--- src/rtl/audio_wave_oscillator.sv ---
// Phase-accumulator oscillator (saw / variable-duty square / triangle / silence)
// with an AXI-Stream master output; one sample is produced per accepted transfer.
module audio_wave_oscillator #(
  parameter int unsigned DATA_W = 16,
  parameter int unsigned ACC_W  = 32,
  parameter int unsigned DUTY_W = 8
) (
  input  logic              clk,
  input  logic              reset_n,
  input  logic [ACC_W-1:0]  divisor,
  input  logic [DUTY_W-1:0] duty,
  input  logic [1:0]        waveform,
  input  logic              phase_sync,
  output logic              tvalid,
  output logic [DATA_W-1:0] tdata,
  input  logic              tready,
  output logic              wrap
);

  typedef enum logic {
    ST_PRIME,
    ST_STREAM
  } state_e;

  typedef enum logic [1:0] {
    WF_SAW    = 2'd0,
    WF_SQUARE = 2'd1,
    WF_TRI    = 2'd2,
    WF_SILENT = 2'd3
  } wave_e;

  state_e             state_q, state_d;
  logic [ACC_W-1:0]   phase_q, phase_d;
  logic [DATA_W-1:0]  tdata_q, tdata_d;
  logic               wrap_q, wrap_d;
  logic               sync_pend_q, sync_pend_d;

  logic [ACC_W:0]     sum;
  logic [ACC_W-1:0]   duty_thr;
  logic               sync;

  // Square threshold is duty left-aligned into the accumulator width.
  function automatic logic [DATA_W-1:0] wave_f(
    input logic [ACC_W-1:0] p,
    input logic [ACC_W-1:0] thr,
    input wave_e            wf
  );
    logic [DATA_W-1:0] t;
    logic [DATA_W-1:0] u;
    logic [DATA_W-1:0] r;
    t = p[ACC_W-2 -: DATA_W];
    u = p[ACC_W-1] ? ~t : t;
    r = '0;
    unique case (wf)
      WF_SAW:    r = {~p[ACC_W-1], p[ACC_W-2 -: DATA_W-1]};
      WF_SQUARE: r = (p < thr) ? {1'b0, {(DATA_W-1){1'b1}}}
                               : {1'b1, {(DATA_W-1){1'b0}}};
      WF_TRI:    r = {~u[DATA_W-1], u[DATA_W-2:0]};
      WF_SILENT: r = '0;
      default:   r = '0;
    endcase
    return r;
  endfunction

  assign duty_thr = ACC_W'(duty) << (ACC_W - DUTY_W);
  assign sum      = {1'b0, phase_q} + {1'b0, divisor};
  assign sync     = sync_pend_q | phase_sync;

  always_comb begin
    state_d     = state_q;
    phase_d     = phase_q;
    tdata_d     = tdata_q;
    wrap_d      = wrap_q;
    sync_pend_d = sync_pend_q | phase_sync;
    unique case (state_q)
      ST_PRIME: begin
        state_d = ST_STREAM;
        tdata_d = wave_f('0, duty_thr, wave_e'(waveform));
        wrap_d  = 1'b0;
      end
      ST_STREAM: begin
        // A pending or same-edge sync replaces the add for this transfer only.
        if (tready) begin
          phase_d     = sync ? '0 : sum[ACC_W-1:0];
          wrap_d      = ~sync & sum[ACC_W];
          tdata_d     = wave_f(phase_d, duty_thr, wave_e'(waveform));
          sync_pend_d = 1'b0;
        end
      end
      default: state_d = ST_PRIME;
    endcase
  end

  always_ff @(posedge clk or negedge reset_n) begin
    if (!reset_n) begin
      state_q     <= ST_PRIME;
      phase_q     <= '0;
      tdata_q     <= '0;
      wrap_q      <= 1'b0;
      sync_pend_q <= 1'b0;
    end else begin
      state_q     <= state_d;
      phase_q     <= phase_d;
      tdata_q     <= tdata_d;
      wrap_q      <= wrap_d;
      sync_pend_q <= sync_pend_d;
    end
  end

  assign tvalid = (state_q == ST_STREAM);
  assign tdata  = tdata_q;
  assign wrap   = wrap_q;

endmodule

--- config.mk ---
export PLATFORM = sky130hd
export DESIGN_NAME = audio_wave_oscillator
export DESIGN_NICKNAME = d
export VERILOG_FILES = /design/src/rtl/audio_wave_oscillator.sv
export SDC_FILE = /design/constraint.sdc
export NUM_CORES = 1
export LEC_CHECK = 0
export BUFFER_PORTS_ARGS = -buffer_cell sky130_fd_sc_hd__buf_2
export CORE_UTILIZATION = 45
export CTS_CLUSTER_DIAMETER = 30
export DETAILED_ROUTE_END_ITERATION = 12
export GPL_TIMING_DRIVEN = 0
export PLACE_DENSITY = 0.7
export SYNTH_ARGS = -nofsm -noshare
export SYNTH_HDL_FRONTEND = slang
export SYNTH_SLANG_ARGS = --single-unit
--- constraint.sdc ---
create_clock -name clk -period 4.9 [get_ports clk]
set_input_delay 0.49 -clock clk [delete_from_list [all_inputs] [get_ports clk]]
set_output_delay 0.49 -clock clk [all_outputs]
set_load 0.01 [all_outputs]
### Word level (Yosys, flattened, before mapping)

Index checks and enable logic that the tools add are counted.

| cells by class | value |
|---|---|
| $add $sub $neg | 1 |
| order comparisons | 2 |
| equal/unequal tests | 4 |
| mux-type cells | 12 |
| bitwise gates (word level) | 7 |
| reduce and logical (&&, ||, !) cells | 3 |

Operators by type and width:

| kind | count |
|---|---|
| two-way mux 16 bit | 4 |
| one-hot mux 16 bit (4 select lines) | 1 |
| one-hot mux 16 bit (3 select lines) | 1 |
| adder 32 x 32 -> 33 bit | 1 |
| < comparator 1 x 32 -> 1 bit (first input constant) | 1 |
| < comparator 32 bit | 1 |
| two-way mux 32 bit | 1 |
| one-hot mux 16 bit (2 select lines) | 1 |
| NOT 16 bit | 1 |
| == test 2 bit (second input constant) | 2 |
| NOT 1 bit | 4 |
| two-way mux 1 bit | 3 |
| == test 2 x 1 -> 1 bit (second input constant) | 1 |
| zero test 2 bit | 1 |
| inequality test 2 bit (second input constant) | 1 |
| one-hot mux 1 bit (2 select lines) | 1 |
| AND reduction 2 bit | 1 |
| OR reduction 2 bit | 1 |
| bitwise AND 1 bit | 1 |
| OR 1 bit | 1 |

| storage, ports and cells | value |
|---|---|
| register bits after elaboration | 51 |
| output and inout bits | 18 |

### Logic depth before layout (Yosys ltp)

Gate-level depths: netlist of the first run.

| logic depth | value |
|---|---|
| depth in word-level cells | 8 |
| gate-level depth with buffers | 19 |
| depth with buffers taken out | 19 |

### Least setup slack after synthesis of the first run

Ideal clock, no wire load.

| timing path | value |
|---|---|
| kind | input -> register |
| start | input divisor[0] |
| end | register tdata_q[5], in the netlist tdata[5] |
| setup time | 77 ps |
| data arrival time | 4103 ps |
| data required time | 4823 ps |
| slack | 719 ps |
| cell stages on the path | 18 |
| cell sequence | ha_1 fa_1 a211oi_1 o211ai_2 a21o_1 o21a_1 a221o_1 a41oi_2 xnor2_1 and2_4 ha_1 nor2b_1 o21ai_0 nand2b_1 o21ai_0 a21oi_2 a21o_1 a21oi_1 |

| on the way | value |
|---|---|
| longest elaborated chain between the ends | 7 |
| elaborated cells on any way between the ends | 9 |
| classes of those cells | add/sub (1); order compare (1); mux (6); bitwise (1) |

Ends and longest elaborated chain:

| element | RTL line | RTL |
|---|---|---|
| from (decl) | 10 | `input logic [ACC_W-1:0] divisor,` |
| adder 32 x 32 -> 33 bit * | 66 | `assign sum = {1'b0, phase_q} + {1'b0, divisor};` |
| two-way mux 32 bit * | 84 | `phase_d = sync ? '0 : sum[ACC_W-1:0];` |
| < comparator 32 bit / NOT 16 bit (equally long branches) | 56, 52 |  |
| two-way mux 16 bit, on equally long branches | 56, 52 |  |
| one-hot mux 16 bit (4 select lines) * | 54 | `unique case (wf)` |
| two-way mux 16 bit * | 83 | `if (tready) begin` |
| one-hot mux 16 bit (2 select lines) * | 75 | `unique case (state_q)` |
| to (signal assigned) | 104 | `tdata_q <= tdata_d;` |
| to (decl) | 34 | `logic [DATA_W-1:0] tdata_q, tdata_d;` |

Mark *: on every way between the ends. The rest lies on a longest branch, timed or not. The select of a mux whose other input is x is not followed.
A chain may end at the register's enable or synchronous reset.

### Final worst setup path of the first run

| timing path | value |
|---|---|
| start | register phase_q[0] |
| end | register tdata_q[5], in the netlist tdata[5] |

| on the way | value |
|---|---|
| longest elaborated chain between the ends | 7 |
| elaborated cells on any way between the ends | 9 |
| classes of those cells | add/sub (1); order compare (1); mux (6); bitwise (1) |

Ends and longest elaborated chain:

| element | RTL line | RTL |
|---|---|---|
| from (decl) | 33 | `logic [ACC_W-1:0] phase_q, phase_d;` |
| from (signal assigned) | 103 | `phase_q <= phase_d;` |
| adder 32 x 32 -> 33 bit * | 66 |  |
| two-way mux 32 bit * | 84 |  |
| < comparator 32 bit / NOT 16 bit (equally long branches) | 56, 52 |  |
| two-way mux 16 bit, on equally long branches | 56, 52 |  |
| one-hot mux 16 bit (4 select lines) * | 54 |  |
| two-way mux 16 bit * | 83 |  |
| one-hot mux 16 bit (2 select lines) * | 75 |  |

Marked as above.

==> flow_summary.json, run 1 <==
{
  "wl_met1_um": 5340,
  "start_util_pct": 47.1,
  "io_buffers": 62,
  "vias": 4182,
  "drv_cap": 0,
  "coreArea_mm2": 0.00937,
  "drtPass1Iterations": 5,
  "leakage_uw": 0.00251,
  "cp.required_ns": 5.14,
  "ir_drop_mv": 0.149,
  "rows": 35,
  "swShare_pct": 36.4,
  "cts_buffers": 5,
  "cts_resized": 0,
  "clock-sinks": 51,
  "critical-path-top-delay-family": "compound AO/OA/AOI/OAI gates",
  "synthFlopType": "dfrtp_1",
  "endpoint_kind": "flip-flop",
  "ctsRootBufferMaster": "clkbuf_8",
  "reg2reg_to": "tdata[5]",
  "dieArea_mm2": 0.0102,
  "die_w_um": 101,
  "worst_r2r_path_depth": 18,
  "ant_nets": 0,
  "syn_to_final_growth_pct": 13.9,
  "fmax_mhz": 219,
  "via_per_inst": 5.86,
  "hold_viol_final": 0,
  "synth_edf_count": 0,
  "dr_wl_met2_um": 5660,
  "drt_iter0_drc": 263,
  "grt_pass1_vias": 3957,
  "synth_top_family_by_area": "compound AO/OA/AOI/OAI gates",
  "routedWlPerCell_um": 16.7,
  "synth.avg_cell_area_um2": 8.56,
  "skew_ns": 0.00743,
  "rsz0062_at_grt": "no",
  "dr_wl_met3_um": 659,
  "grt_pass1_wl_um": 19300,
  "crit_arrival_ns": 4.80,
  "outcome": "completed",
  "max_stage_delay_ns": 0.44,
  "total_power_uw": 1410,
  "synthArstFlopShare_pct": 100,
  "synth_area_mm2": 0.00441,
  "clk_latency_ns": 0.31,
  "synthMuxAreaShare_pct": 3.86,
  "netlist_instances": 515,
  "synth_xor_area_share_pct": 6.55,
  "p_sw_uw": 512,
  "diodes": 0,
  "clkTransAtPathRegs_ns": 0.10,
  "ys_seq_area_share_pct": 28.9,
  "overflow": 0,
  "worst-path-buf-inv": 0,
  "cts_tree": "built",
  "cp_slowest_cell": "fa_1",
  "worstReg2RegStart": "phase_q[0]",
  "hold_buffers": 0,
  "yosys.area_share.adder_pct": 11.5,
  "htreeDepth": 2,
  "hpwl_um": 9190,
  "place_congestion": 0.915,
  "min_path_type": "input port to asynchronous set/reset pin",
  "final_nets": 670,
  "synth-simple-area-share_pct": 16.8,
  "post-place-ws_ns": 0.0192,
  "relSlewSlack_pct": 21.1,
  "period_minus_slack_ns": 4.56,
  "p_comb_share_pct": 39.8,
  "final.period_utilization_pct": 93.0,
  "fp.dieH_um": 101,
  "ys_types": 68,
  "setup_viol": 0,
  "p_clk_share_pct": 25.4,
  "mostFrequentLayoutCell": "buf_2",
  "tightestPinTransition_ns": 1.18,
  "timing.final.ws_setup_ns": 0.344,
  "drc_errors": 0,
  "top_layer": "met4",
  "antenna_found_initial": 0,
  "tns_ns": 0,
  "synth_compound_gate_area_share_pct": 27.8,
  "p_int_uw": 896,
  "grtUsageTotal_pct": 24.1,
  "cp-start-kind": "flip-flop",
  "power.density_mw_per_mm2": 280,
  "critPathKind": "flip-flop to flip-flop",
  "drive_gt1_share_pct": 17.3,
  "cts_max_path_buffers": 2,
  "grt_max_degree": 52,
  "pwr-share-seq_pct": 34.8,
  "pin_count": 64,
  "drv_slew": 0,
  "yosysWarningCount": 0,
  "post-cts-setup-buffer-count": 0,
  "crit_chain": "ha_1 > fa_1 > a211oi_2 > o211ai_2 > a21o_1 > o21a_1 > a221o_1 > a41oi_2 > xnor2_1 > and2_4 > ha_1 > nor2b_1 > o21ai_0 > nand2b_1 > o21ai_0 > a21oi_2 > a21o_1 > a21oi_1",
  "rrSetupSlack_ns": 0.34,
  "cp_max_fo": 8,
  "final_cell_mix": "65 x buf_2, 54 x nand2_1, 51 x dfrtp_1",
  "syn-num-nets": 601,
  "synth_seq_cells": 51,
  "route.final.wire_length_um": 11900
}
[worst max-delay path by stage]
stage / startpoint / to / slack (ns) / cells after the start
finish: phase_q[0] / tdata[5] / 0.34 / 18
global route: phase_q[0] / tdata[5] / 0.02 / 18
global placement: divisor[0] / tdata[5] / 0.18 / 19
CTS: phase_q[0] / tdata[8] / 0.22 / 17
floorplan: divisor[0] / tdata[5] / 0.72 / 18
detailed placement: divisor[0] / tdata[8] / 0.02 / 18
[sequential cells by signal, summed over array words and instances, names as in the netlist]
register / flops
phase_q: 32
tdata: 16
sync_pend_q: 1
tvalid: 1
wrap: 1
[cells in the mapped netlist (3+ instances only)]
master,count,area (µm²)
nand2_1,54,203
dfrtp_1,51,1280
a21oi_1,46,230
ha_1,39,488
nor2_1,33,124
o21ai_0,32,160
inv_1,23,86.3
xnor2_1,17,149
a21o_1,16,120
xor2_1,16,140
a22o_1,15,131
clkbuf_1,15,56.3
nor3_1,12,60.1
mux2_2,8,90.1
mux2i_1,8,80.1
o211ai_1,8,60.1
nand4_1,7,43.8
a221o_1,6,60.1
nand3_1,6,30.0
a211oi_1,5,37.5
and2_1,5,31.3
nand2b_1,5,31.3
nor2b_1,5,31.3
o31ai_1,5,37.5
and3_1,4,25.0
o21a_1,4,30.0
or2_2,4,25.0
or4_1,4,30.0
a211o_1,3,26.3
a21boi_0,3,22.5
a32oi_1,3,26.3
buf_2,3,15.0
o21ai_1,3,15.0
[metrics by stage]
step | instance area [µm²] | cells | hold slack (ns) | util (%)
after global placement | 4880 | 706 | 0.469 | 52.1
final | 5020 | 714 | 0.389 | 53.6
after floorplan | 4410 | 515 | 0.194 | -
after global routing | 5020 | 714 | 0.514 | 53.6
after CTS | 5010 | 714 | 0.466 | 53.5
after detailed placement | 4880 | 706 | 0.483 | 52.1
[worst register-to-register path, stage by stage (launching register included)]
cell      delay (ns)
dfrtp_1         0.40
ha_1            0.23
fa_1            0.44
a211oi_2        0.31
o211ai_2        0.17
a21o_1          0.22
o21a_1          0.23
a221o_1         0.37
a41oi_2         0.32
xnor2_1         0.21
and2_4          0.20
ha_1            0.24
nor2b_1         0.13
o21ai_0         0.15
nand2b_1        0.08
o21ai_0         0.28
a21oi_2         0.18
a21o_1          0.22
a21oi_1         0.10
[final cells by class]
| type | count | area (µm²) |
|---|---|---|
| Buffer | 23 | 109 |
| Clock buffer | 6 | 72.6 |
| Clock inverter | 2 | 60.1 |
| Fill cell | 909 | 4350 |
| Inverter | 23 | 86.3 |
| Multi-Input combinational cell | 418 | 2950 |
| Sequential cell | 51 | 1280 |
| Tap cell | 129 | 161 |
| Timing Repair Buffer | 62 | 310 |
[cells by family after synthesis]
family	after synthesis
AOI/OAI and AO/OA	177
xor gates and xnor gates	33
adders and majority gates	40
buffers and inverters	46
DFF	51
muxes	16
other	1
and+or+nand+nor	151
[power by group through the flow]
stage	clock network (µW)	registers, µW	logic (µW)
floorplan	0	499	401
global placement	0	496	537
detailed placement	0	498	550
CTS	367	490	554
global route	380	495	622
finish	358	490	561
[per-layer routing]
| metal | vias up | global-route usage [%] |
|---|---|---|
| li1 | 2044 | - |
| met1 | 1959 | 31.3 |
| met2 | 154 | 42.2 |
| met3 | 25 | 2.84 |
| met4 | 0 | 7.02 |
| met5 | - | 0 |
Power figures use the tool's default switching activity.
==> run 2: changes to the inputs <==
- SKIP_CTS_REPAIR_TIMING: not set -> 1
- clock period: 4.9 -> 5.4 ns (I/O delays scaled with it)
==> run 2 against run 1 <==
Effect of this change:
- register-to-register slack better by 0.35 ns
- wire length is 0.33% lower
- combinational power is 9.6% lower
- core utilization is 0.094 points lower
- non-clock buffer count stayed put
- die area stayed put
- clock-buffer cell count stayed put
- power is 9.4% lower
- global-route usage stayed put
- final area is 0.17% lower
- maximum frequency is 3.2% lower
- critical endpoint is now tdata[8]
- largest cell class unchanged
- highest routed layer unchanged
==> flow_summary.json, run 2 (synthesized netlist as in run 1, its figures left out) <==
{
  "outcome": "completed",
  "setup_viol": 0,
  "drc_errors": 0,
  "drive_gt1_share_pct": 16.9,
  "skew_ns": 0.0105,
  "ant_nets": 0,
  "vias": 4203,
  "cp_max_fo": 5,
  "io_buffers": 62,
  "drv_cap": 0,
  "cp.required_ns": 5.64,
  "syn_to_final_growth_pct": 13.7,
  "clock-sinks": 51,
  "min_path_type": "input port to asynchronous set/reset pin",
  "ctsRootBufferMaster": "clkbuf_8",
  "grt_max_degree": 52,
  "rsz0062_at_grt": "no",
  "final.period_utilization_pct": 87.1,
  "timing.final.ws_setup_ns": 0.695,
  "endpoint_kind": "flip-flop",
  "critPathKind": "flip-flop to flip-flop",
  "crit_arrival_ns": 4.95,
  "grtUsageTotal_pct": 24.1,
  "hpwl_um": 9190,
  "place_congestion": 0.915,
  "dieArea_mm2": 0.0102,
  "hold_viol_final": 0,
  "mostFrequentLayoutCell": "buf_2",
  "overflow": 0,
  "fill_cells": 910,
  "grt_pass1_wl_um": 19300,
  "htreeDepth": 2,
  "final_cell_mix": "65 x buf_2, 54 x nand2_1, 51 x dfrtp_1",
  "relSlewSlack_pct": 21.4,
  "regMostFlops": "phase_q",
  "coreArea_mm2": 0.00937,
  "routedWlPerCell_um": 16.6,
  "cts_tree": "built",
  "largest_reg_flops": 32,
  "rows": 35,
  "grt_pass1_vias": 3957,
  "postLayoutCoreUtil_pct": 53.5,
  "period_minus_slack_ns": 4.70,
  "drtPass1Iterations": 5,
  "cts_max_path_buffers": 2,
  "drv_slew": 0,
  "start_util_pct": 47.1,
  "power.density_mw_per_mm2": 255,
  "tightestPinTransition_ns": 1.18,
  "route.final.wire_length_um": 11900,
  "cp-start-kind": "flip-flop",
  "pin_count": 64,
  "drt_iter0_drc": 260,
  "die_w_um": 101,
  "leakage_uw": 0.00251,
  "fmax_mhz": 213,
  "tns_ns": 0,
  "clk_latency_ns": 0.31,
  "antenna_found_initial": 0,
  "diodes": 0,
  "post-place-ws_ns": 0.469,
  "clkTransAtPathRegs_ns": 0.10,
  "via_per_inst": 5.89,
  "final_nets": 670,
  "ir_drop_mv": 0.135,
  "cts_buffers": 5,
  "fp.dieH_um": 101
}
## run 2: final timing paths
kind,start,to,slack (ns),depth (start not counted)
worst max-delay path,phase_q[0],tdata[8],0.70,17
worst min-delay path,reset_n,phase_q[13],0.44,1
worst max register to register,phase_q[0],tdata[8],0.70,17
worst min register to register,phase_q[22],phase_q[22],0.50,2
max in group asynchronous,reset_n,phase_q[17],4.22,1
min in group clk,phase_q[22],phase_q[22],0.50,2
## run 2: layout make-up
type                            instances  area, µm²  share of cell area [%]
Buffer                                 23        109                    2.17
Inverter                               23       86.3                    1.72
Tap cell                              129        161                    3.22
Timing Repair Buffer                   62        310                    6.19
Clock buffer                            6       72.6                    1.45
Sequential cell                        51       1280                    25.4
Multi-Input combinational cell        418       2940                    58.6
Clock inverter                          2       60.1                    1.20
## run 2: per-layer routing
metal	share of wire, %	track usage (%)	vias up	wire length (µm)
li1	-	-	2040	-
met1	44	31.3	1982	5260
met2	48	42.2	154	5660
met3	6.0	2.84	27	712
met4	2.2	7.02	0	256
met5	0	0	-	0
## run 2: critical path: stages, from the launching register on
cell      delay, ns
dfrtp_1        0.39
ha_1           0.23
fa_1           0.43
a211oi_1       0.38
o211ai_2       0.18
a21o_1         0.22
o21a_1         0.24
a221o_1        0.37
a41oi_2        0.32
xnor2_1        0.21
and2_4         0.20
ha_1           0.24
nor2b_1        0.13
o21ai_0        0.15
nand2b_1       0.08
nand2b_1       0.19
a21oi_1        0.42
a221o_1        0.24
## run 2: power by group
group	switching, µW	internal, µW
Combinational	301	206
Sequential	23.3	421
Clock	140	185
Total	464	813
## run 2: per-stage QoR
| stage | total power (µW) | cells | cell area (µm²) | hold WS (ns) |
|---|---|---|---|---|
| after floorplan | 817 | 515 | 4410 | 0.244 |
| after global placement | 938 | 706 | 4880 | 0.469 |
| after detailed placement | 952 | 706 | 4880 | 0.483 |
| after CTS | 1280 | 714 | 5010 | 0.507 |
| after global routing | 1360 | 714 | 5010 | 0.529 |
| final | 1280 | 714 | 5010 | 0.436 |
